--- src/rtl/pcs_rx_pkg.sv ---
// Shared types and helpers for the 64b/66b receive block-sync path.
package pcs_rx_pkg;

  typedef enum logic {
    HUNT   = 1'b0,
    LOCKED = 1'b1
  } lock_state_t;

  typedef enum logic {
    PH_HDR = 1'b0,
    PH_W1  = 1'b1
  } phase_t;

  localparam logic [1:0] SYNC_DATA = 2'b01;
  localparam logic [1:0] SYNC_CTRL = 2'b10;

  function automatic logic hdr_is_valid(input logic [1:0] hdr);
    return (hdr == SYNC_DATA) || (hdr == SYNC_CTRL);
  endfunction

endpackage

--- src/rtl/pcs_rx_block_sync_chk.sv ---
// Occupancy checker for the receive bit buffer.
module pcs_rx_block_sync_chk #(
  parameter int BUF_WIDTH = 128,
  parameter int OCC_W     = 8
) (
  input logic             i_clk,
  input logic             i_reset_n,
  input logic [OCC_W-1:0] i_occupancy
);

  // Buffer fill including this cycle's appended word must stay below the depth.
  a_occupancy: assert property (@(posedge i_clk) disable iff (!i_reset_n)
    (int'(i_occupancy) < BUF_WIDTH));

endmodule

--- src/rtl/pcs_rx_lock_fsm.sv ---
// Block-lock state machine: counts good/bad sync headers and requests a
// one-bit slip whenever alignment is judged wrong.
module pcs_rx_lock_fsm
  import pcs_rx_pkg::*;
#(
  parameter int SH_CNT_MAX   = 64,
  parameter int SH_INVLD_MAX = 16
) (
  input  logic       i_clk,
  input  logic       i_reset_n,
  input  logic [1:0] i_hdr,
  input  logic       i_hdr_strobe,
  output logic       o_slip,
  output logic       o_block_lock
);

  localparam logic [5:0] SH_LAST    = 6'(SH_CNT_MAX - 1);
  localparam logic [4:0] INVLD_LAST = 5'(SH_INVLD_MAX - 1);

  lock_state_t state_q, state_d;
  logic [5:0]  sh_cnt_q, sh_cnt_d;
  logic [4:0]  sh_invld_cnt_q, sh_invld_cnt_d;
  logic        hdr_ok_s;

  // State and window counters.
  always_ff @(posedge i_clk) begin
    if (!i_reset_n) begin
      state_q        <= HUNT;
      sh_cnt_q       <= 6'd0;
      sh_invld_cnt_q <= 5'd0;
    end else begin
      state_q        <= state_d;
      sh_cnt_q       <= sh_cnt_d;
      sh_invld_cnt_q <= sh_invld_cnt_d;
    end
  end

  // Next-state and slip decision, evaluated once per extracted header.
  always_comb begin
    state_d        = state_q;
    sh_cnt_d       = sh_cnt_q;
    sh_invld_cnt_d = sh_invld_cnt_q;
    o_slip         = 1'b0;
    hdr_ok_s       = hdr_is_valid(i_hdr);
    if (i_hdr_strobe) begin
      case (state_q)
        HUNT: begin
          if (!hdr_ok_s) begin
            o_slip         = 1'b1;
            sh_cnt_d       = 6'd0;
            sh_invld_cnt_d = 5'd0;
          end else if (sh_cnt_q == SH_LAST) begin
            state_d        = LOCKED;
            sh_cnt_d       = 6'd0;
            sh_invld_cnt_d = 5'd0;
          end else begin
            sh_cnt_d = sh_cnt_q + 6'd1;
          end
        end
        LOCKED: begin
          // Too many bad headers wins over a window ending on the same header.
          if (!hdr_ok_s && (sh_invld_cnt_q == INVLD_LAST)) begin
            state_d        = HUNT;
            o_slip         = 1'b1;
            sh_cnt_d       = 6'd0;
            sh_invld_cnt_d = 5'd0;
          end else if (sh_cnt_q == SH_LAST) begin
            sh_cnt_d       = 6'd0;
            sh_invld_cnt_d = 5'd0;
          end else begin
            sh_cnt_d       = sh_cnt_q + 6'd1;
            sh_invld_cnt_d = hdr_ok_s ? sh_invld_cnt_q : sh_invld_cnt_q + 5'd1;
          end
        end
        default: begin
          state_d        = HUNT;
          sh_cnt_d       = 6'd0;
          sh_invld_cnt_d = 5'd0;
        end
      endcase
    end else begin
      state_d = state_q;
    end
  end

  assign o_block_lock = (state_q == LOCKED);

endmodule

--- src/rtl/pcs_rx_block_sync.sv ---
// Re-frames the PMA word stream into 66-bit blocks (header + two payload words)
// and slips the bit alignment until the lock FSM sees consistent headers.
module pcs_rx_block_sync
  import pcs_rx_pkg::*;
#(
  parameter int DATA_WIDTH   = 32,
  parameter int SH_CNT_MAX   = 64,
  parameter int SH_INVLD_MAX = 16,
  parameter int BUF_WIDTH    = 128
) (
  input  logic                  i_clk,
  input  logic                  i_reset_n,
  input  logic [DATA_WIDTH-1:0] i_rx_data,
  input  logic                  i_rx_valid,
  output logic [DATA_WIDTH-1:0] o_rx_data,
  output logic                  o_rx_data_valid,
  output logic [1:0]            o_rx_hdr,
  output logic                  o_rx_hdr_valid,
  output logic                  o_block_lock
);

  localparam int             CNT_W    = $clog2(BUF_WIDTH);
  localparam logic [CNT_W:0] NEED_HDR = (CNT_W+1)'(DATA_WIDTH + 2);
  localparam logic [CNT_W:0] NEED_W1  = (CNT_W+1)'(DATA_WIDTH);

  logic [BUF_WIDTH-1:0]  buf_q, buf_d, merged_s;
  logic [CNT_W-1:0]      buf_cnt_q, buf_cnt_d;
  logic [CNT_W:0]        need_s, avail_s, drop_s;
  phase_t                phase_q, phase_d;
  logic                  ext_s, hdr_strobe_s, slip_s, slip_req_s;
  logic                  slip_pend_q, slip_pend_d;
  logic [DATA_WIDTH-1:0] rx_data_q, rx_data_d;
  logic                  rx_data_valid_q, rx_data_valid_d;
  logic [1:0]            rx_hdr_q, rx_hdr_d;
  logic                  rx_hdr_valid_q, rx_hdr_valid_d;
  logic                  block_lock_s;

  pcs_rx_lock_fsm #(
    .SH_CNT_MAX  (SH_CNT_MAX),
    .SH_INVLD_MAX(SH_INVLD_MAX)
  ) u_lock_fsm (
    .i_clk       (i_clk),
    .i_reset_n   (i_reset_n),
    .i_hdr       (buf_q[1:0]),
    .i_hdr_strobe(hdr_strobe_s),
    .o_slip      (slip_s),
    .o_block_lock(block_lock_s)
  );

  pcs_rx_block_sync_chk #(
    .BUF_WIDTH(BUF_WIDTH),
    .OCC_W    (CNT_W + 1)
  ) u_chk (
    .i_clk      (i_clk),
    .i_reset_n  (i_reset_n),
    .i_occupancy(avail_s)
  );

  // Extraction decision: enough buffered bits for the current phase.
  always_comb begin
    need_s       = (phase_q == PH_HDR) ? NEED_HDR : NEED_W1;
    ext_s        = ({1'b0, buf_cnt_q} >= need_s);
    hdr_strobe_s = ext_s && (phase_q == PH_HDR);
  end

  // Buffer update: append at the fill point, drop extracted bits plus any slip.
  always_comb begin
    merged_s = buf_q;
    avail_s  = {1'b0, buf_cnt_q};
    if (i_rx_valid) begin
      merged_s = buf_q | (BUF_WIDTH'(i_rx_data) << buf_cnt_q);
      avail_s  = {1'b0, buf_cnt_q} + NEED_W1;
    end else begin
      merged_s = buf_q;
    end
    drop_s     = ext_s ? need_s : {(CNT_W+1){1'b0}};
    slip_req_s = slip_s | slip_pend_q;
    // A slip with no spare bit yet waits for the next arriving bit.
    if (slip_req_s && (avail_s > drop_s)) begin
      drop_s      = drop_s + (CNT_W+1)'(1);
      slip_pend_d = 1'b0;
    end else begin
      slip_pend_d = slip_req_s;
    end
    buf_d     = merged_s >> drop_s;
    buf_cnt_d = CNT_W'(avail_s - drop_s);
    if (ext_s) begin
      phase_d = (phase_q == PH_HDR) ? PH_W1 : PH_HDR;
    end else begin
      phase_d = phase_q;
    end
  end

  // Output word selection from the current buffer head.
  always_comb begin
    rx_data_d       = rx_data_q;
    rx_hdr_d        = rx_hdr_q;
    rx_data_valid_d = ext_s;
    rx_hdr_valid_d  = hdr_strobe_s;
    if (hdr_strobe_s) begin
      rx_hdr_d  = buf_q[1:0];
      rx_data_d = buf_q[2 +: DATA_WIDTH];
    end else if (ext_s) begin
      rx_data_d = buf_q[DATA_WIDTH-1:0];
    end else begin
      rx_data_d = rx_data_q;
    end
  end

  // Buffer, phase and output registers.
  always_ff @(posedge i_clk) begin
    if (!i_reset_n) begin
      buf_q           <= {BUF_WIDTH{1'b0}};
      buf_cnt_q       <= {CNT_W{1'b0}};
      phase_q         <= PH_HDR;
      slip_pend_q     <= 1'b0;
      rx_data_q       <= {DATA_WIDTH{1'b0}};
      rx_data_valid_q <= 1'b0;
      rx_hdr_q        <= 2'b00;
      rx_hdr_valid_q  <= 1'b0;
    end else begin
      buf_q           <= buf_d;
      buf_cnt_q       <= buf_cnt_d;
      phase_q         <= phase_d;
      slip_pend_q     <= slip_pend_d;
      rx_data_q       <= rx_data_d;
      rx_data_valid_q <= rx_data_valid_d;
      rx_hdr_q        <= rx_hdr_d;
      rx_hdr_valid_q  <= rx_hdr_valid_d;
    end
  end

  assign o_rx_data       = rx_data_q;
  assign o_rx_data_valid = rx_data_valid_q;
  assign o_rx_hdr        = rx_hdr_q;
  assign o_rx_hdr_valid  = rx_hdr_valid_q;
  assign o_block_lock    = block_lock_s;

endmodule

--- config.mk ---
export PLATFORM = sky130hd
export DESIGN_NAME = pcs_rx_block_sync
export DESIGN_NICKNAME = d
export VERILOG_FILES = /design/src/rtl/pcs_rx_pkg.sv /design/src/rtl/pcs_rx_block_sync_chk.sv /design/src/rtl/pcs_rx_lock_fsm.sv /design/src/rtl/pcs_rx_block_sync.sv
export SDC_FILE = /design/constraint.sdc
export NUM_CORES = 1
export LEC_CHECK = 0
export ABC_AREA = 1
export BUFFER_PORTS_ARGS = -buffer_cell sky130_fd_sc_hd__buf_2
export CAP_MARGIN = 20
export CORE_UTILIZATION = 35
export DETAILED_ROUTE_END_ITERATION = 10
export PLACE_DENSITY = 0.49
export SLEW_MARGIN = 5
export SYNTH_ARGS = -nofsm -noshare
export SYNTH_HDL_FRONTEND = slang
export SYNTH_HIERARCHICAL = 1
export SYNTH_SLANG_ARGS = --single-unit
export TNS_END_PERCENT = 5
--- constraint.sdc ---
create_clock -name i_clk -period 8.45 [get_ports i_clk]
set_input_delay 1.69 -clock i_clk [delete_from_list [all_inputs] [get_ports i_clk]]
set_output_delay 1.69 -clock i_clk [all_outputs]
set_load 0.05 [all_outputs]
==> qor.txt <==
Slowest Stage Delay on Critical Path = 0.75 ns
Most frequent CP cell = nand2_1
IO Port Bufs = 71
Synthesis warning total = 6
Required time of the critical path = 8.84 ns
Vias in the first global route = 14090
Fmax = 0.1757 GHz
FF/Latch Area = 3705 um^2
Clk_lat worst skew = 0.47 ns
Syn nets = 2260
Share of cells above drive strength 1 = 7.527%
Synthesized cell area = 13210 um^2
Fillers = 4149
Worst Path Max Fanout = 73
Core area = 36870 um^2
Sequential area share after synthesis = 28.05%
Peak supply drop = 0.0002692 V
Final setup viols = 0
Pint = 2905 uW
CTS Buf Count = 17
Max_slew headroom = 28.58%
Worst Hold Class = flip-flop to flip-flop
Status = complete, no violations
Classification of the worst setup path = flip-flop to flip-flop
Pleak = 0.006561 uW
Syn avg cell area = 5.959 um^2
Synthesis-to-finish area growth = 7.846%
Critical Path Sink Type = flip-flop
CTS Root Cell = clkbuf_16
Chip Height = 196.2 um
Post-synthesis cell count = 2216
Initial antenna violation count = 0
Cell area power density = 500.1 nW/um^2
Layout Nets = 2224
Initial core utilization = 35.81%
Pre-CTS WS = 2.848 ns
Switching power total = 4218 uW
Antenna viol nets, final = 0
I/O Pins = 72
Initial DRC count = 1546
Slew Limit Fails = 0
Primary FF master, synth = dfxtp_1
RSZ-0062 raised after global routing = false
Largest net degree at the start of global routing = 90
Tmin final = 5.692 ns
Clock Sinks = 185
CP arrival = 6.09 ns
Post-DR wirelength/cell = 20.75 um
Ant diodes = 0
Sw Share = 59.22%
Final Hold Vio Count = 0
TritonCTS clock tree = built
Cts repair resizes = 0
Hold buffers post-CTS = 0
Clock buffer depth = 2
Die W = 196.2 um
Die ar. = 38510 um^2
Clock share of power = 12.2%
Final GP Congestion = 0.9866
Total power = 7122 uW
Comb power frac = 69.7%
GR Overflow Total = 0
Seq cells post-synth = 185
Post-CTS Setup Bufs = 0
Worst Skew = 0.01978 ns
Rows = 70
Worst Max-Slew Pin Slew = 1.071 ns
Slowest stage cell, crit path = inv_4
Via density = 5.665
Period utilization = 67.36%
Distinct cells, synth = 43
All-Layer GR Usage = 29.13%
First-pass GRT wire length = 85.38 mm
TritonRoute pass-1 iters = 5
Worst-path clk slew = 0.07 ns
H-tree Lvls = 4
Setup_tns = 0 ns
Total of max-cap violations = 0
Via count = 15270
Multi-input logic area = 8189 um^2
Asr flop ratio synth = 0%
Slack of the critical path = 2.758 ns
Hpwl dp = 40.76 mm
Seq pwr share = 18.2%
CP Cell Sequence = buf_4 > inv_2 > nand2_4 > a21oi_4 > nand3_2 > inv_1 > nor2_4 > inv_2 > ha_1 > inv_1 > nor3_1 > nand3_1 > nand2_1 > nand2_2 > nand2_4 > inv_4 > ha_1 > fa_1 > nand2_1 > nor2_1 > nand3_1 > nand2_1 > o21ai_0 > a21oi_1
Post-synth EDFFs = 0
Final hold slack = 0.4528 ns
DRC = 0
Setup crit start kind = flip-flop
Post-Route WL = 55.95 mm
[critical path, delay by kind of cell (launching register included)]
family          cells  cell delay (ns)
compound gates      3             0.37
fa+ha+maj           3             0.92
buf+inv             6             2.62
flops               1             0.30
simple gates       12             1.39
[layout by cell type (no fill, tap or decap), types with 3 or more instances in the layout]
cell       instances
o21bai_1          11
nand4_1           27
ha_1               8
clkbuf_16         17
nand2_4            3
nor2_2             5
dfxtp_1          184
inv_6              7
o211ai_1          29
and2_1             7
inv_2              7
clkinv_2           3
a21o_1             4
o21ai_0          104
xor2_1             4
inv_1            141
nand2_1          581
nand2_2            6
nor2_1            84
buf_2             71
nor3_1             3
bufinv_16          3
nand3_1          764
nor2_4             7
o21ai_1           15
inv_4              3
a21oi_1           47
or2_2              3
buf_4             25
[final cells by class]
type	instances	share of cell area, %
Tap cell	504	4.428
Clock inverter	13	1.169
Inverter	152	4.059
Timing Repair Buffer	96	3.813
Multi-Input combinational cell	1728	57.50
Sequential cell	185	26.01
Clock buffer	18	3.014
[per-stage QoR]
stage / cells / utilization (%) / cell area, um^2
2_1_floorplan: 2216 / - / 13210
3_3_place_gp: 2665 / 37.01 / 13650
3_5_place_dp: 2665 / 37.01 / 13650
4_1_cts: 2696 / 38.62 / 14240
5_1_grt: 2696 / 38.62 / 14240
6_report: 2696 / 38.62 / 14240
[layer usage]
layer / vias to the layer above / share of wire [%] / global-route usage [%] / wire length (um)
met5: - / 0 / 0 / 0
met4: 0 / 4.9 / 14.21 / 2715
met3: 99 / 7.7 / 5.364 / 4329
met1: 7137 / 46 / 40.05 / 25480
met2: 618 / 42 / 43.59 / 23420
li1: 7419 / - / - / -
[power by group through the flow]
stage | Combinational, uW | Clock [uW] | Sequential (uW)
after floorplan | 3440 | 0 | 1510
after global placement | 4870 | 0 | 1310
after detailed placement | 4870 | 0 | 1310
after CTS | 4890 | 881 | 1290
after global routing | 5480 | 911 | 1320
final | 4960 | 867 | 1290
[flip-flops by register name, indices dropped and copies added, names as in the netlist, 2 cells and up]
| register | count |
|---|---|
| buf_q | 128 |
| u_lock_fsm/sh_invld_cnt_q | 5 |
| o_rx_hdr | 2 |
| u_lock_fsm/sh_cnt_q | 6 |
| o_rx_data | 32 |
| buf_cnt_q | 7 |
[Yosys cell counts, types with 8 or more instances]
cell type  count  area share [%]
nand3_1      764              29
nand2_1      581              17
dfxtp_1      185              28
inv_1        141             4.0
o21ai_0      104             3.9
nor2_1        85             2.4
clkbuf_1      57             1.6
a21oi_1       47             1.8
buf_2         41             1.6
o211ai_1      29             1.6
nand4_1       27             1.3
buf_1         26            0.74
buf_4         17            0.97
o21ai_1       15            0.57
o21bai_1      11            0.63
buf_6         10            0.85
ha_1           8            0.76
nor2_2         8            0.38
[logic make-up after synthesis]
kind of cell,count (synthesis),share of synthesized area (%)
AND/OR/NAND/NOR,1497,51.33
buffers and inverters,303,10.11
flip-flops,185,28.05
adder cells (fa/ha/maj),9,0.9096
multiplexers,1,0.07580
XOR/XNOR,5,0.3316
AO/OA/AOI/OAI,216,9.200
[worst paths after layout]
check	startpoint	to	slack, ns	depth (start not counted)
worst max-delay path	buf_cnt_q[3]	buf_cnt_q[6]	2.76	24
worst min-delay path	o_rx_data[3]	o_rx_data[3]	0.45	2
worst max register to register	buf_cnt_q[3]	buf_cnt_q[6]	2.76	24
worst min register to register	o_rx_data[3]	o_rx_data[3]	0.45	2
No activity file was read; power rests on OpenSTA's default activity.
